### src/rtl/serial_adder_ctrl_pkg.sv
// Shared definitions for the nibble-serial add/subtract controller.
package serial_adder_ctrl_pkg;

    localparam int NIBBLE_W = 4;

    typedef enum logic [1:0] {
        IDLE = 2'd0,
        RUN  = 2'd1,
        DONE = 2'd2
    } state_t;

endpackage

### src/rtl/serial_adder_ctrl_rca.sv
// 4-bit ripple-carry adder slice shared across all nibbles of an operation.
module ripple_carry_adder
    import serial_adder_ctrl_pkg::*;
(
    input  logic [NIBBLE_W-1:0] a,
    input  logic [NIBBLE_W-1:0] b,
    input  logic                cin,
    output logic [NIBBLE_W-1:0] sum,
    output logic                cout
);

    logic [NIBBLE_W:0] carry;

    assign carry[0] = cin;

    for (genvar i = 0; i < NIBBLE_W; i++) begin : g_fa
        assign sum[i]       = a[i] ^ b[i] ^ carry[i];
        assign carry[i + 1] = (a[i] & b[i]) | (carry[i] & (a[i] ^ b[i]));
    end

    assign cout = carry[NIBBLE_W];

endmodule

### src/rtl/serial_adder_ctrl.sv
// WIDTH-bit add/subtract sequencer that reuses one 4-bit adder slice, LSB nibble first,
// with valid/ready handshakes on operands and result.
module serial_adder_ctrl
    import serial_adder_ctrl_pkg::*;
#(
    parameter int WIDTH = 16
) (
    input  logic             clk,
    input  logic             rst,
    input  logic             in_valid,
    output logic             in_ready,
    input  logic [WIDTH-1:0] a,
    input  logic [WIDTH-1:0] b,
    input  logic             cin,
    input  logic             sub,
    output logic             out_valid,
    input  logic             out_ready,
    output logic [WIDTH-1:0] sum,
    output logic             cout,
    output logic             overflow
);

    localparam int NIBBLES = WIDTH / NIBBLE_W;
    localparam int CNT_W   = (NIBBLES > 1) ? $clog2(NIBBLES) : 1;
    localparam logic [CNT_W-1:0] LAST = CNT_W'(NIBBLES - 1);

    state_t            state;
    state_t            next_state;
    logic [WIDTH-1:0]  a_reg;
    logic [WIDTH-1:0]  b_reg;
    logic [WIDTH-1:0]  res_reg;
    logic [WIDTH-1:0]  res_next;
    logic              carry;
    logic              a_msb;
    logic              b_msb;
    logic              ovf_reg;
    logic [CNT_W-1:0]  cnt;
    logic [NIBBLE_W-1:0] slice_sum;
    logic              slice_cout;
    logic              last_nibble;

    ripple_carry_adder u_slice (
        .a    (a_reg[NIBBLE_W-1:0]),
        .b    (b_reg[NIBBLE_W-1:0]),
        .cin  (carry),
        .sum  (slice_sum),
        .cout (slice_cout)
    );

    // Each slice result enters at the top so the first (LSB) nibble ends at the bottom.
    if (WIDTH == NIBBLE_W) begin : g_single
        assign res_next = slice_sum;
    end else begin : g_multi
        assign res_next = {slice_sum, res_reg[WIDTH-1:NIBBLE_W]};
    end

    assign last_nibble = (state == RUN) && (cnt == LAST);

    always_ff @(posedge clk or posedge rst) begin
        if (rst) begin
            state <= IDLE;
        end else begin
            state <= next_state;
        end
    end

    always_comb begin
        next_state = state;
        in_ready   = 1'b0;
        out_valid  = 1'b0;
        case (state)
            IDLE: begin
                in_ready = 1'b1;
                if (in_valid) begin
                    next_state = RUN;
                end
            end
            RUN: begin
                if (cnt == LAST) begin
                    next_state = DONE;
                end
            end
            DONE: begin
                out_valid = 1'b1;
                if (out_ready) begin
                    next_state = IDLE;
                end
            end
            default: next_state = IDLE;
        endcase
    end

    // Subtraction is a + ~b + 1, so the inversion and the forced carry happen at capture.
    always_ff @(posedge clk or posedge rst) begin
        if (rst) begin
            a_reg   <= '0;
            b_reg   <= '0;
            res_reg <= '0;
            carry   <= 1'b0;
            a_msb   <= 1'b0;
            b_msb   <= 1'b0;
            ovf_reg <= 1'b0;
            cnt     <= '0;
        end else begin
            case (state)
                IDLE: begin
                    if (in_valid) begin
                        a_reg <= a;
                        b_reg <= sub ? ~b : b;
                        carry <= sub ? 1'b1 : cin;
                        a_msb <= a[WIDTH-1];
                        b_msb <= sub ? ~b[WIDTH-1] : b[WIDTH-1];
                        cnt   <= '0;
                    end
                end
                RUN: begin
                    a_reg   <= a_reg >> NIBBLE_W;
                    b_reg   <= b_reg >> NIBBLE_W;
                    res_reg <= res_next;
                    carry   <= slice_cout;
                    cnt     <= cnt + 1'b1;
                    if (last_nibble) begin
                        ovf_reg <= (a_msb == b_msb) && (slice_sum[NIBBLE_W-1] != a_msb);
                    end
                end
                default: begin
                end
            endcase
        end
    end

    assign sum      = res_reg;
    assign cout     = carry;
    assign overflow = ovf_reg;

endmodule

### config.mk
export PLATFORM = sky130hd
export DESIGN_NAME = serial_adder_ctrl
export DESIGN_NICKNAME = d
export VERILOG_FILES = /design/src/rtl/serial_adder_ctrl_pkg.sv /design/src/rtl/serial_adder_ctrl_rca.sv /design/src/rtl/serial_adder_ctrl.sv
export SDC_FILE = /design/constraint.sdc
export NUM_CORES = 1
export LEC_CHECK = 0
export ABC_CLOCK_PERIOD_IN_PS = 5200
export BUFFER_PORTS_ARGS = -buffer_cell sky130_fd_sc_hd__buf_4
export CAP_MARGIN = 10
export CORE_UTILIZATION = 58
export DETAILED_ROUTE_END_ITERATION = 10
export PLACE_DENSITY = 0.85
export SKIP_CTS_REPAIR_TIMING = 1
export SYNTH_ARGS = -nofsm -noshare
export SYNTH_HDL_FRONTEND = slang
export SYNTH_HIERARCHICAL = 1
export SYNTH_SLANG_ARGS = --single-unit
### constraint.sdc
create_clock -name clk -period 5.2 [get_ports clk]
set_input_delay 0 -clock clk [delete_from_list [all_inputs] [get_ports clk]]
set_output_delay 0 -clock clk [all_outputs]
set_load 0.005 [all_outputs]
==> flow_summary.toml <==
[clocking]
cts_buffers = 5
insertion_delay_ps = 320
clk_pin_slew_worst_paths_ps = 110
clock_sinks = 56
cts.htree.levels = 2
cts-root-buf = "clkbuf_8"
clockBufferDepth = 2
cts_tree = "built"

[worst_setup_path]
rr_worst_depth = 11
rrSetupSlack_ps = 2620
critPathRequiredTime_ps = 5360
path_max_fanout = 3
reg2reg_from = "a_reg[0]"
r2r_end = "overflow"
critPathCaptureType = "register"
arrival_ps = 2750
cp-start-kind = "register"
path_class = "register to register"

[route]
drtPass1Iterations = 4
drc = 0
vias_per_cell = 5.36
ant_nets = 0
drtIter0Drc = 164
vias = 2123
drt_wl_total_mm = 5.59
routedWlPerCell_um = 14.1

[finish]
antenna_cells = 0
fin_nets = 388
fill_cells = 290
final_common_cell = "nand2_1"
drive_gt1_share_pct = 21.1
area_growth_pct = 29.4
mostFrequentLayoutCells = "nand2_1, buf_4, dfrtp_1"
utilization_pct = 80.6
regArea_mm2 = 0.00140
multi_input_area_mm2 = 0.00104

[timing]
whs_ps = 8.83
skew_ps = 11.2
maxSlewViolCount = 0
timing.final.crit_share_pct = 49.7
max-slew-margin-rel_pct = 22.5
finalSetupViolations = 0
tns_ps = 0
timing.fmax_mhz = 387
finalHoldViolCount = 0
rsz0062_at_grt = "no"
period_needed_ps = 2580
worst_pin_slew_ps = 1160

[grt]
antenna_found_initial = 0
grt_pass1_wl_mm = 8.52
overflow = 0
grt_max_degree = 57
grt_usage_pct = 25.1
grt_pass1_vias = 1895

[logic_synthesis]
yosysUniqueCellTypes = 28
syn_area_per_cell_um2 = 9.42
async_reset_ff_share_pct = 100
synth_edf_count = 0
synth_area_mm2 = 0.00258
syn_inst = 274
synth_ff_type = "dfrtp_1"
syn_nets = 317
ys_warn_count = 6
ys_ff_latch = 56
ys_seq_area_share_pct = 54.3

[run]
maxCapViolCount = 0

[pwr]
p_per_area_mw_per_mm2 = 558
peakVddDrop_mv = 0.290
p_leak_nw = 1.70

[die]
ios = 58
rows = 23
core_mm2 = 0.00414
fp.dieW_um = 68.7
dieArea_mm2 = 0.00472
start_util_pct = 62.3
die-height_um = 68.7

[min_path]
min_to = "b_reg[15]"
hold_path_class = "primary input to register"
hold_start = "b[15]"
hold_depth = 4

[status]
status = "finished clean"

[placement]
numPortBuffers = 57
dpl.hpwl_mm = 3.48
gp_congestion = 0.799
[stage by stage]
step	setup WS, ps	cells	total power, mW	area (µm²)
after floorplan	2800	274	1.30	2580
after global placement	2710	367	1.52	3010
after detailed placement	2640	367	1.56	3010
after CTS	2630	375	1.85	3130
after global routing	2460	396	2.01	3340
final	2620	396	1.86	3340
[power breakdown]
part	internal, mW	switching (mW)
registers	0.633	0.136
clock network	0.145	0.145
logic	0.350	0.453
total	1.13	0.734
[layout make-up]
class	instances	area share (%)
sequential	56	42.0
clock buffer	5	2.06
tap	50	1.87
timing repair buffer	82	20.0
clock inverter	3	1.42
multi-input combinational	188	31.3
inverter	12	1.35
[Yosys cell counts, types with 2 or more instances]
cell type | n | area (µm²)
a211oi_1 | 2 | 15.0
a21oi_1 | 2 | 10.0
a221o_1 | 12 | 120
a22o_1 | 2 | 17.5
buf_2 | 14 | 70.1
clkbuf_1 | 2 | 7.51
dfrtp_1 | 56 | 1400
fa_1 | 4 | 80.1
inv_1 | 12 | 45.0
nand2_1 | 88 | 330
nand3_1 | 30 | 150
nor2_1 | 17 | 63.8
nor2b_1 | 2 | 12.5
nor3_1 | 2 | 10.0
o21ai_1 | 2 | 10.0
xnor2_1 | 15 | 131
[metal layers]
layer / track usage, % / up-vias / part of all wire, %
li1: - / 1031 / -
met1: 32.4 / 1010 / 43
met2: 42.9 / 74 / 51
met3: 3.95 / 8 / 5.4
met4: 8.93 / 0 / 0.79
met5: 0 / - / 0
[kinds of logic (layout without fill, tap and decap cells)]
family / count (synthesis) / after routing / synth area share (%)
xor+xnor: 16 / 16 / 5.43
simple gates: 144 / 144 / 23.8
fa+ha+maj: 5 / 5 / 3.59
buf+inv: 30 / 102 / 5.48
compound gates: 23 / 23 / 7.42
flops: 56 / 56 / 54.3
[worst max-delay path, stage by stage (launching register included)]
cell,delay [ps]
dfrtp_1,420
fa_1,410
inv_1,70
fa_1,160
inv_1,50
fa_1,370
inv_1,80
fa_1,400
inv_1,90
and3b_1,180
a21oi_1,110
a31oi_1,90
[worst max-delay path by stage]
stage	start	end	slack [ps]	cells past startpoint
floorplan	a_reg[0]	overflow	2800	11
global placement	a_reg[0]	overflow	2710	11
detailed placement	a_reg[0]	overflow	2640	11
CTS	a_reg[0]	overflow	2630	11
global route	a_reg[0]	overflow	2460	11
finish	a_reg[0]	overflow	2620	11
No activity file was read; power rests on OpenSTA's default activity.
